--- config.mk ---
export PLATFORM = sky130hd
export DESIGN_NAME = gate_sweep_ctrl
export DESIGN_NICKNAME = d
export VERILOG_FILES = /design/src/rtl/gate_sweep_pkg.sv /design/src/rtl/gate_sweep_ctrl.sv
export SDC_FILE = /design/constraint.sdc
export NUM_CORES = 1
export LEC_CHECK = 0
export ABC_CLOCK_PERIOD_IN_PS = 2650
export BUFFER_PORTS_ARGS = -buffer_cell sky130_fd_sc_hd__buf_2
export CORE_MARGIN = 1.5
export CORE_UTILIZATION = 25
export CTS_BUF_LIST = sky130_fd_sc_hd__clkbuf_4 sky130_fd_sc_hd__clkbuf_8
export CTS_CLUSTER_SIZE = 14
export DETAILED_ROUTE_END_ITERATION = 16
export PLACE_DENSITY = 0.48
export SYNTH_ARGS = -nofsm -noshare
export SYNTH_HDL_FRONTEND = slang
export SYNTH_SLANG_ARGS = --single-unit
--- constraint.sdc ---
create_clock -name clk -period 2.65 [get_ports clk]
set_input_delay 0.265 -clock clk [delete_from_list [all_inputs] [get_ports clk]]
set_output_delay 0.265 -clock clk [all_outputs]
set_load 0.005 [all_outputs]
--- src/rtl/gate_sweep_pkg.sv ---
// Shared types and truth-table constants for the gate sweep sequencer.
package gate_sweep_pkg;

    // Sequencer states, kept as an enum for readability in waveforms and benches
    typedef enum logic [2:0] {
        GS_IDLE   = 3'd0,
        GS_DRIVE  = 3'd1,
        GS_SETTLE = 3'd2,
        GS_SAMPLE = 3'd3,
        GS_DONE   = 3'd4
    } gs_state_e;

    // Plain encodings used by the controller state register
    localparam logic [2:0] ST_IDLE   = 3'd0;
    localparam logic [2:0] ST_DRIVE  = 3'd1;
    localparam logic [2:0] ST_SETTLE = 3'd2;
    localparam logic [2:0] ST_SAMPLE = 3'd3;
    localparam logic [2:0] ST_DONE   = 3'd4;

    // Two-input truth tables, bit i = output for input value i ({a,b} = i)
    localparam logic [3:0] NOR2_TT = 4'b0001;
    localparam logic [3:0] AND2_TT = 4'b1000;
    localparam logic [3:0] OR2_TT  = 4'b1110;

endpackage : gate_sweep_pkg

--- src/rtl/gate_sweep_ctrl.sv ---
// Exhaustive truth-table sweeper: drives every input vector to a small gate,
// waits a settle time, samples the output and accumulates mismatches.
module gate_sweep_ctrl
    import gate_sweep_pkg::*;
#(
    parameter int unsigned           N_IN       = 2,
    parameter int unsigned           SETTLE_CYC = 1,
    parameter logic [(2**N_IN)-1:0]  EXPECTED   = NOR2_TT
) (
    input  logic                     clk,
    input  logic                     rst,
    input  logic                     start,
    input  logic                     gate_out,
    output logic [N_IN-1:0]          gate_in,
    output logic                     busy,
    output logic                     done,
    output logic                     pass,
    output logic [N_IN:0]            err_count,
    output logic [(2**N_IN)-1:0]     fail_mask
);

    localparam int unsigned NVEC  = 2**N_IN;
    localparam int unsigned IDX_W = N_IN;
    localparam int unsigned ERR_W = N_IN + 1;
    localparam int unsigned CNT_W = (SETTLE_CYC > 1) ? $clog2(SETTLE_CYC + 1) : 1;

    localparam logic [IDX_W-1:0] LAST_IDX    = IDX_W'(NVEC - 1);
    localparam logic [CNT_W-1:0] SETTLE_LOAD = CNT_W'(SETTLE_CYC);

    logic [2:0]        state_q,     state_d;
    logic [IDX_W-1:0]  idx_q,       idx_d;
    logic [N_IN-1:0]   gate_in_q,   gate_in_d;
    logic [CNT_W-1:0]  cnt_q,       cnt_d;
    logic              busy_q,      busy_d;
    logic              done_q,      done_d;
    logic              pass_q,      pass_d;
    logic [ERR_W-1:0]  err_q,       err_d;
    logic [NVEC-1:0]   mask_q,      mask_d;
    logic              mismatch_c;

    // Gate output disagrees with the expected table entry for the current vector
    always_comb begin
        mismatch_c = (gate_out != EXPECTED[idx_q]);
    end

    // Next-state and next-output logic for the sweep sequencer
    always_comb begin
        state_d   = state_q;
        idx_d     = idx_q;
        gate_in_d = gate_in_q;
        cnt_d     = cnt_q;
        busy_d    = busy_q;
        done_d    = 1'b0;
        pass_d    = pass_q;
        err_d     = err_q;
        mask_d    = mask_q;

        case (state_q)
            ST_IDLE: begin
                // Previous results stay visible until a new sweep is accepted
                if (start) begin
                    err_d     = '0;
                    mask_d    = '0;
                    pass_d    = 1'b0;
                    idx_d     = '0;
                    gate_in_d = '0;
                    busy_d    = 1'b1;
                    state_d   = ST_DRIVE;
                end
            end

            ST_DRIVE: begin
                cnt_d = SETTLE_LOAD;
                if (SETTLE_CYC != 0) begin
                    state_d = ST_SETTLE;
                end else begin
                    state_d = ST_SAMPLE;
                end
            end

            ST_SETTLE: begin
                // Exit on the cycle the counter reads 1: SETTLE_CYC cycles here
                cnt_d = cnt_q - CNT_W'(1);
                if (cnt_q <= CNT_W'(1)) begin
                    state_d = ST_SAMPLE;
                end
            end

            ST_SAMPLE: begin
                if (mismatch_c) begin
                    err_d         = err_q + ERR_W'(1);
                    mask_d[idx_q] = 1'b1;
                end
                if (idx_q == LAST_IDX) begin
                    // Verdict is taken from the count including this last sample
                    done_d  = 1'b1;
                    pass_d  = (err_d == '0);
                    state_d = ST_DONE;
                end else begin
                    idx_d     = idx_q + IDX_W'(1);
                    gate_in_d = N_IN'(idx_q + IDX_W'(1));
                    state_d   = ST_DRIVE;
                end
            end

            ST_DONE: begin
                // start is ignored here; a held start re-arms from IDLE
                busy_d  = 1'b0;
                state_d = ST_IDLE;
            end

            default: begin
                busy_d  = 1'b0;
                state_d = ST_IDLE;
            end
        endcase
    end

    // State and result registers; reset discards any partial sweep
    always_ff @(posedge clk) begin
        if (rst) begin
            state_q   <= ST_IDLE;
            idx_q     <= '0;
            gate_in_q <= '0;
            cnt_q     <= '0;
            busy_q    <= 1'b0;
            done_q    <= 1'b0;
            pass_q    <= 1'b0;
            err_q     <= '0;
            mask_q    <= '0;
        end else begin
            state_q   <= state_d;
            idx_q     <= idx_d;
            gate_in_q <= gate_in_d;
            cnt_q     <= cnt_d;
            busy_q    <= busy_d;
            done_q    <= done_d;
            pass_q    <= pass_d;
            err_q     <= err_d;
            mask_q    <= mask_d;
        end
    end

    assign gate_in   = gate_in_q;
    assign busy      = busy_q;
    assign done      = done_q;
    assign pass      = pass_q;
    assign err_count = err_q;
    assign fail_mask = mask_q;

endmodule : gate_sweep_ctrl

Word-level counts from Yosys, hierarchy flattened
Index checks and enable logic that the tools add are counted.
{"block": "word_totals", "out_inout_bits": 12, "in_bits": 4, "regBits": 16}
{"block": "classes", "n_eq_ne": 10, "muxes": 25, "reduce_logical": 13, "add_sub_neg": 3, "bitwise_logic": 3, "order_cmp": 3}
{"operator": "two-way mux 3 bit", "count": 6}
{"operator": "case mux 3 bit (4 select lines)", "count": 1}
{"operator": "inequality test 2 bit, second input constant", "count": 5}
{"operator": "AND reduction 3 bit", "count": 3}
{"operator": "two-way mux 4 bit", "count": 2}
{"operator": "case mux 4 bit (2 select lines)", "count": 1}
{"operator": "equality test 3 x 2 -> 1 bit, second input constant", "count": 2}
{"operator": "logical NOT 3 bit", "count": 2}
{"operator": "two-way mux 1 bit", "count": 6}
{"operator": "case mux 1 bit (2 select lines)", "count": 3}
{"operator": "case mux 3 bit (2 select lines)", "count": 1}
{"operator": "AND reduction 2 bit", "count": 3}
{"operator": "two-way mux 2 bit", "count": 2}
{"operator": "bitwise OR 4 bit", "count": 1}
{"operator": "case mux 2 bit (2 select lines)", "count": 1}
{"operator": "nonzero test 2 bit", "count": 2}
{"operator": "adder 3 x 1 -> 3 bit, second input constant", "count": 1}
{"operator": "equality test 3 x 1 -> 1 bit, second input constant", "count": 1}
{"operator": "less-than comparator 2 x 3 -> 1 bit, second input constant", "count": 1}
{"operator": "OR reduction 3 bit", "count": 1}
{"operator": "adder 2 x 1 -> 2 bit, second input constant", "count": 1}
{"operator": "binary-select mux 1 bit (select 2 bit)", "count": 1}
{"operator": "demux 1 bit (select 2 bit)", "count": 1}
{"operator": "equality test 2 bit, second input constant", "count": 1}
{"operator": "7 further kinds", "count": 8}

Longest topological paths before layout
Gate-level depths: netlist of run 1.
{"block": "depth", "word_depth": 8, "ltp_mapped": 6, "ltp_nobuf": 6}

Least setup slack after synthesis of run 1
OpenSTA, ideal clock, no wires.
{"block": "synth_path", "path_type": "flip-flop to flip-flop", "from": "register gate_in[0] (netlist name)", "to": "register pass_q (netlist: pass)", "period_less_slack_ps": 1522, "slack_ps": 1128, "required_time_ps": 2554, "setup_time_ps": 96, "stages_incl_launch_ff": 6, "arrival_time_ps": 1426, "path_buffers": 0, "cell_sequence": "dfxtp_1 > inv_1 > ha_1 > xor2_1 > o211ai_1 > o41ai_2"}
{"element": "end signal: assignment", "line_no": "gate_sweep_ctrl.sv:138", "rtl": "pass_q <= pass_d;"}
{"element": "end: declaration", "line_no": "gate_sweep_ctrl.sv:36", "rtl": "logic pass_q, pass_d;"}

==> results.py, run 1 <==
metrics = {
    "detailed_routing": {
        "wirelength_mm": 1.47,
        "drt_iter0_markers": 10,
        "wl_per_cell_um": 11.6,
        "ant_nets": 0,
        "dr_total_vias": 608,
        "drt_first_pass_iters": 4,
        "drcViolationCount": 0,
        "viasPerCell": 4.79,
    },
    "floorplan": {
        "fp.dieW_um": 57.3,
        "io_pins": 16,
        "row_count": 19,
        "die_y_um": 57.3,
        "start_util_pct": 26.5,
        "die_area_um2": 3280,
        "core_um2": 2780,
    },
    "place": {
        "place.gp.congestion": 0.824,
        "dp_hpwl_mm": 1.11,
        "numPortBuffers": 15,
        "numPlacedInstances": 123,
        "place_ws_ps": 985,
    },
    "final_layout": {
        "diodes": 0,
        "drive_gt1_share_pct": 22.9,
        "fill_cells": 299,
        "fin_cells": 127,
        "layout_common_cells": "15 x dfxtp_1, 15 x buf_2, 12 x nor2_1, 7 x a21oi_1",
        "area_delta_synth_final_pct": 17.3,
        "utilization_pct": 31.1,
        "final_nets": 106,
    },
    "sta": {
        "skew_ps": 8.45,
        "setup_violations": 0,
        "layout_setup_ws_ps": 966,
        "period_needed_ps": 1680,
        "finalSetupTns_ps": 0,
        "rsz0062_at_grt": "no",
        "relSlewSlack_pct": 72.2,
        "finalMaxSlewViolations": 0,
        "max_freq_mhz": 594,
        "fin_crit_sh_pct": 63.5,
        "finalHoldViolations": 0,
        "tightest_slew_ps": 414,
    },
    "pwr": {
        "worst_ir_drop_vdd_v": 0.000275,
        "p_leak_nw": 0.371,
        "power_density_nw_per_um2": 507,
    },
    "critical_path": {
        "cp_num_buf_inv": 1,
        "start_kind": "flop",
        "rr_endpoint": "pass",
        "worst-setup-path-type": "flop to flop",
        "ff2ff_path_depth": 5,
        "cpPeakStageDelay_ps": 430,
        "crit_path_cell_trace": "inv_1 > ha_1 > xor2_1 > o211ai_1 > o41ai_2",
        "path_max_fanout": 6,
        "arrival_ps": 1870,
        "cp_slowest_cell": "dfxtp_1",
        "required_ps": 2840,
        "cp_top_family": "compound AO/OA/AOI/OAI gates",
        "crit_path_end_kind": "flop",
        "reg2reg_setup_slack_ps": 970,
        "timing.rr.start": "gate_in[0]",
    },
    "job": {
        "cap_violations": 0,
    },
    "yosys": {
        "synth_cell_types": 28,
        "synth_fp_nets": 89,
        "syn_area_um2": 737,
        "synth_edf_count": 0,
        "synthCells": 80,
        "ys_ff_latch": 15,
        "syn_avg_cell_area_um2": 9.21,
        "synth_top_area_share_pct": 40.7,
        "synth_area_leader_cell": "dfxtp_1",
        "ys.flop_type": "dfxtp_1",
        "yosysWarnings": 0,
        "ys_seq_area_share_pct": 40.7,
        "async_reset_ff_share_pct": 0,
        "synth.top_cells.by_area": "dfxtp_1 41%, ha_1 8.5%, nor2_1 6.1%",
    },
    "cts": {
        "path_clk_slew_ps": 100,
        "cts_buffers": 3,
        "clock_latency_ps": 290,
        "clockRootBuffer": "clkbuf_4",
        "cts_setup_buffers": 0,
        "cts_sinks": 15,
        "clockBufferDepth": 2,
        "htreeDepth": 1,
        "postCtsHoldBufs": 0,
        "tritoncts": "yes",
        "cts_resized": 0,
    },
    "global_routing": {
        "grt_pass1_vias": 564,
        "antenna_found_initial": 0,
        "grt_remaining_overflow": 0,
        "grtUsageTotal_pct": 9.59,
        "grt_pass1_wl_mm": 2.45,
        "grt_max_degree": 15,
    },
    "min_path": {
        "min-delay-start": "rst",
        "hold_depth": 2,
        "hp-class": "primary input to flop",
        "min_to": "state_q[2]",
    },
    "run_status": {
        "status": "completed",
    },
}
==> worst register-to-register path, delay by kind of cell (launching register included) <==
| kind | cells | cell delay [ps] |
|---|---|---|
| fa+ha+maj | 1 | 250 |
| xor+xnor | 1 | 330 |
| buf+inv | 1 | 90 |
| compound gates | 2 | 500 |
| flops | 1 | 430 |
==> registers in the layout (all words and copies together), names as in the netlist <==
register   flops
gate_in        2
err_count      3
state_q        3
busy           1
fail_mask      4
pass           1
done           1
==> metal layers <==
metal | vias up | global-route usage [%] | part of all wire [%]
li1 | 319 | - | -
met1 | 276 | 12.9 | 50
met2 | 11 | 14.1 | 46
met3 | 2 | 3.17 | 3.5
met4 | 0 | 3.99 | 0.89
met5 | - | 0 | 0
==> worst max path at each step <==
stage / to / depth (start not counted) / slack [ps] / start
final: pass / 5 / 970 / gate_in[0]
after global routing: pass / 5 / 820 / gate_in[0]
after CTS: pass / 5 / 970 / gate_in[0]
after detailed placement: pass / 5 / 980 / gate_in[0]
after global placement: pass / 5 / 1060 / gate_in[0]
after floorplan: pass / 5 / 1130 / gate_in[0]
==> through the flow <==
step / cell area, um^2 / hold slack (ps) / power [mW]
finish: 865 / 313 / 0.439
global route: 865 / 331 / 0.464
CTS: 865 / 312 / 0.444
detailed placement: 837 / 464 / 0.310
global placement: 837 / 462 / 0.311
floorplan: 737 / 367 / 0.296
==> cells in the mapped netlist, types with 2 or more instances <==
master	n
dfxtp_1	15
nor2_1	12
a21oi_1	7
ha_1	5
inv_1	5
a22o_1	4
nor3_1	4
nand2_1	3
xnor2_1	3
buf_2	2
nand3b_1	2
o21ai_0	2
==> kinds of logic (layout without fill, tap and decap cells) <==
group / count (synthesis) / after routing / synth area share (%)
AOI/OAI and AO/OA: 20 / 20 / 19.4
xor gates and xnor gates: 4 / 4 / 4.75
adders and majority gates: 5 / 5 / 8.49
buffers and inverters: 8 / 24 / 4.41
DFF: 15 / 15 / 40.7
and+or+nand+nor: 28 / 28 / 22.2
==> layout make-up <==
class                   instances  area, um^2  area share (%)
inverters                       5        18.8            2.17
well taps                      31        38.8            4.49
clock buffers                   3        22.5            2.60
clock inverters                 1        5.00           0.579
flip-flops and latches         15         300            34.7
repair buffers                 15        75.1            8.68
multi-input cells              57         404            46.7
==> power breakdown <==
| part | switching (mW) | internal (mW) |
|---|---|---|
| clock network | 0.0777 | 0.0560 |
| logic | 0.0329 | 0.0259 |
| registers | 0.0132 | 0.233 |
| total | 0.124 | 0.315 |
Note: power is estimated with default switching activity, not from simulation.
==> inputs of run 2 (changes only) <==
ABC_AREA = 1   (was unset)
ABC_CLOCK_PERIOD_IN_PS = 1600   (was 2650)
clock period = 1.6 ns   (was 2.65 ns; I/O delays follow)
==> results.py, run 2 <==
metrics = {
    "run_status": {
        "status": "completed",
    },
    "global_routing": {
        "grt_pass1_vias": 634,
        "grtUsageTotal_pct": 9.95,
        "antenna_found_initial": 0,
        "grt_remaining_overflow": 0,
        "grt_pass1_wl_mm": 2.60,
        "grt_max_degree": 11,
    },
    "cts": {
        "postCtsHoldBufs": 0,
        "cts_sinks": 15,
        "clockBufferDepth": 2,
        "htreeDepth": 1,
        "path_clk_slew_ps": 90,
        "clockRootBuffer": "clkbuf_4",
        "cts_buffers": 3,
        "clock_latency_ps": 280,
        "tritoncts": "yes",
        "cts_resized": 0,
        "cts_setup_buffers": 0,
    },
    "critical_path": {
        "path_max_fanout": 5,
        "arrival_ps": 1630,
        "ff2ff_path_depth": 9,
        "start_kind": "flop",
        "worst-setup-path-type": "flop to flop",
        "required_ps": 1820,
        "crit_path_end_kind": "flop",
    },
    "floorplan": {
        "die_area_um2": 3430,
        "io_pins": 16,
        "core_um2": 2850,
        "die_y_um": 58.6,
        "fp.dieW_um": 58.6,
        "start_util_pct": 27.1,
        "row_count": 19,
    },
    "sta": {
        "rsz0062_at_grt": "no",
        "timing.hold.ws_ps": 167,
        "max_freq_mhz": 712,
        "tightest_slew_ps": 255,
        "finalSetupTns_ps": 0,
        "period_needed_ps": 1400,
        "finalHoldViolations": 0,
        "setup_violations": 0,
        "finalMaxSlewViolations": 0,
        "skew_ps": 1.78,
        "fin_crit_sh_pct": 87.8,
        "relSlewSlack_pct": 83.0,
    },
    "pwr": {
        "power_frac_clock_pct": 30.8,
        "power_density_nw_per_um2": 838,
        "worst_ir_drop_vdd_v": 0.000295,
        "switching_share_pct": 28.0,
        "seqPwrFrac_pct": 52.6,
        "p_leak_nw": 0.448,
        "p_int_mw": 0.550,
        "power_frac_comb_pct": 16.7,
        "p_switching_mw": 0.214,
    },
    "yosys": {
        "synth_fp_nets": 116,
        "synth_area_leader_cell": "dfxtp_1",
        "synth_top_area_share_pct": 38.9,
        "ys_seq_area_share_pct": 38.9,
        "ys_ff_latch": 15,
        "syn_area_um2": 772,
        "synth.top_cells.by_count": "31 x nand2_1, 17 x inv_1, 15 x dfxtp_1",
        "synth_cell_types": 18,
        "yosysMostFrequentCell": "nand2_1",
        "synth_edf_count": 0,
        "ys.flop_type": "dfxtp_1",
        "synthCells": 107,
        "synth.top_cells.by_area": "dfxtp_1 39%, nand2_1 15%, inv_1 8.3%",
        "yosysWarnings": 0,
        "async_reset_ff_share_pct": 0,
        "syn_avg_cell_area_um2": 7.21,
    },
    "final_layout": {
        "diodes": 0,
        "final_common_cell": "nand2_1",
        "fin_area_um2": 912,
        "area_delta_synth_final_pct": 18.2,
        "layout_common_cells": "31 x nand2_1, 17 x inv_1, 15 x dfxtp_1, 15 x buf_2, 11 x a21oi_1",
        "fill_cells": 317,
        "drive_gt1_share_pct": 23.2,
        "final_nets": 135,
        "largest_register_ffs": 4,
        "fin_cells": 156,
    },
    "place": {
        "numPortBuffers": 15,
        "numPlacedInstances": 152,
        "place.gp.congestion": 0.730,
        "place_area_um2": 882,
        "dp_hpwl_mm": 1.16,
    },
    "min_path": {
        "hp-class": "primary input to flop",
        "hold_depth": 2,
    },
    "detailed_routing": {
        "drcViolationCount": 0,
        "wirelength_mm": 1.46,
        "ant_nets": 0,
        "drt_first_pass_iters": 4,
        "dr_total_vias": 670,
        "wl_per_cell_um": 9.35,
        "viasPerCell": 4.29,
        "drt_iter0_markers": 7,
    },
    "job": {
        "cap_violations": 0,
    },
}
run 2: cell types whose count changed in the layout (fill, tap and decap cells not counted), moves of 3 or more:
cell / delta
nand2_2: +3
a22o_1: -4
xnor2_1: -3
inv_1: +12
nor2_1: -8
nand3_1: +6
nand2_1: +28
inv_2: +3
a21oi_1: +4
run 2: power by group through the flow:
stage / registers (mW) / clock network [mW] / logic, mW
after detailed placement: 0.411 / 0 / 0.129
final: 0.402 / 0.235 / 0.127
after floorplan: 0.411 / 0 / 0.0933
after CTS: 0.402 / 0.249 / 0.129
after global placement: 0.411 / 0 / 0.129
after global routing: 0.405 / 0.262 / 0.152
run 2: per-layer routing:
layer / GRT usage, % / wire length, um / share of wire, %
met4: 2.92 / 19 / 1.3
met1: 12.4 / 719 / 49
met3: 4.18 / 90 / 6.2
met5: 0 / 0 / 0
met2: 15.7 / 628 / 43
run 2: path summary, 6_finish.rpt:
path / startpoint / endpoint / slack, ps
hold reg to reg: fail_mask[1] / fail_mask[1] / 450
setup / recovery: gate_in[1] / pass / 200
setup reg to reg: gate_in[1] / pass / 200
hold / removal: rst / err_count[0] / 170
run 2: worst max-delay path: stages (launching register included):
cell	delay, ps
dfxtp_1	420
inv_1	90
ha_1	230
inv_1	80
nand2_1	60
nand2_1	90
nand3b_1	80
nand2_1	100
nand3_1	70
a21oi_1	110
run 2: cells by family after synthesis:
group | after synthesis | synth area share [%]
adder cells (fa/ha/maj) | 5 | 8.10
AND/OR/NAND/NOR | 52 | 33.5
buffers and inverters | 22 | 11.0
flip-flops | 15 | 38.9
AO/OA/AOI/OAI | 13 | 8.43
run 2: layout make-up:
class,count,area [um^2],share of cell area [%]
Multi-Input combinational cell,70,387,42.4
Sequential cell,15,300,32.9
Clock buffer,4,30.0,3.29
Tap cell,31,38.8,4.25
Timing Repair Buffer,15,75.1,8.23
Inverter,21,81.3,8.92
run 2: per-stage QoR:
step / setup slack [ps] / utilization [%] / total power [mW]
2_1_floorplan: 318 / - / 0.505
3_3_place_gp: 220 / 30.9 / 0.539
3_5_place_dp: 200 / 30.9 / 0.540
4_1_cts: 179 / 32.0 / 0.781
5_1_grt: 5.97 / 32.0 / 0.819
6_report: 195 / 32.0 / 0.764
==> inputs of run 3 (changes only) <==
ABC_AREA = unset   (was 1)
==> results.py, run 3 (same netlist as run 1, synthesis figures left out) <==
metrics = {
    "place": {
        "place_area_um2": 860,
        "dp_hpwl_mm": 1.14,
        "numPlacedInstances": 126,
        "place.gp.congestion": 0.790,
        "numPortBuffers": 15,
    },
    "cts": {
        "cts_resized": 0,
        "htreeDepth": 1,
        "cts_setup_buffers": 0,
        "clockBufferDepth": 2,
        "clock_latency_ps": 290,
        "cts_sinks": 15,
        "path_clk_slew_ps": 90,
        "postCtsHoldBufs": 0,
        "tritoncts": "yes",
        "cts_buffers": 3,
        "clockRootBuffer": "clkbuf_4",
    },
    "final_layout": {
        "final_nets": 109,
        "largest_register_ffs": 4,
        "area_delta_synth_final_pct": 23.6,
        "final-seq-area_um2": 300,
        "diodes": 0,
        "drive_gt1_share_pct": 27.3,
        "layout_common_cells": "15 x dfxtp_1, 15 x buf_2, 12 x nor2_1, 7 x a21oi_1",
        "fill_cells": 308,
        "multiInputGateArea_um2": 428,
        "fin_cells": 130,
        "fin_area_um2": 911,
    },
    "detailed_routing": {
        "drt_iter0_markers": 9,
        "wl_per_cell_um": 11.6,
        "drcViolationCount": 0,
        "wirelength_mm": 1.51,
        "viasPerCell": 4.82,
        "drt_first_pass_iters": 4,
        "dr_total_vias": 627,
        "ant_nets": 0,
    },
    "floorplan": {
        "row_count": 19,
        "fp.dieW_um": 57.3,
        "io_pins": 16,
        "start_util_pct": 26.5,
        "die_y_um": 57.3,
        "core_um2": 2780,
        "die_area_um2": 3280,
    },
    "global_routing": {
        "grt_pass1_vias": 524,
        "antenna_found_initial": 0,
        "grt_max_degree": 15,
        "grtUsageTotal_pct": 9.88,
        "grt_remaining_overflow": 0,
        "grt_pass1_wl_mm": 2.39,
    },
    "min_path": {
        "hp-class": "primary input to flop",
    },
    "sta": {
        "max_freq_mhz": 677,
        "period_needed_ps": 1480,
        "relSlewSlack_pct": 76.1,
        "tightest_slew_ps": 357,
        "rsz0062_at_grt": "yes",
        "finalMaxSlewViolations": 0,
        "finalHoldViolations": 0,
        "skew_ps": 9.12,
        "setup_violations": 0,
        "fin_crit_sh_pct": 92.3,
    },
    "critical_path": {
        "path_max_fanout": 5,
        "crit_path_end_kind": "flop",
        "worst-setup-path-type": "flop to flop",
        "required_ps": 1790,
        "start_kind": "flop",
        "arrival_ps": 1670,
    },
    "job": {
        "cap_violations": 0,
    },
    "run_status": {
        "status": "completed",
    },
    "pwr": {
        "worst_ir_drop_vdd_v": 0.000321,
        "p_leak_nw": 0.397,
        "power_density_nw_per_um2": 801,
    },
}
[run 3: changes by cell type in the layout (fill, tap and decap cells not counted), sizes merged, moves of 4 or more]
cell   delta
nand3     -7
a21oi     -4
a22o      +4
inv      -16
nor2      +7
nand2    -32
[run 3: per-layer routing]
metal  vias to the layer above  GRT usage (%)  part of all wire [%]
met4                         0           7.97                   2.5
li1                        321              -                     -
met5                         -              0                     0
met2                        17           13.8                    43
met1                       285           12.8                    49
met3                         4           2.49                   5.5
[run 3: per-stage QoR]
| stage | hold WS, ps | TNS (ps) | util (%) | setup slack [ps] | power [mW] |
|---|---|---|---|---|---|
| floorplan | 262 | 0 | - | 78.2 | 0.489 |
| global placement | 463 | 0 | 30.9 | 129 | 0.517 |
| detailed placement | 467 | 0 | 30.9 | 81.0 | 0.517 |
| CTS | 205 | 0 | 31.9 | 62.7 | 0.735 |
| global route | 226 | -16.2 | 32.7 | -15.0 | 0.772 |
| finish | 224 | 0 | 32.7 | 123 | 0.730 |
[run 3: critical path: stages, from the launching register on]
cell      delay (ps)
dfxtp_1          320
inv_1             80
ha_1             270
xor2_2           260
o211ai_1         150
o41ai_2          310
[run 3: final cells by class]
class	count	share of cell area (%)
multi-input combinational	57	47.0
tap	31	4.26
sequential	15	33.0
timing repair buffer	18	10.7
clock buffer	3	2.47
clock inverter	1	0.549
inverter	5	2.06
[run 3: worst paths after layout]
kind,slack (ps),end,startpoint,cells after the start
worst max-delay path,120,pass,gate_in[0],5
worst max register to register,120,pass,gate_in[0],5
worst min register to register,490,fail_mask[3],fail_mask[3],1
worst min-delay path,220,done,rst,2
[run 3: power breakdown]
group	switching, mW	internal (mW)
logic	0.0594	0.0470
registers	0.0211	0.386
clock network	0.124	0.0929
total	0.204	0.526
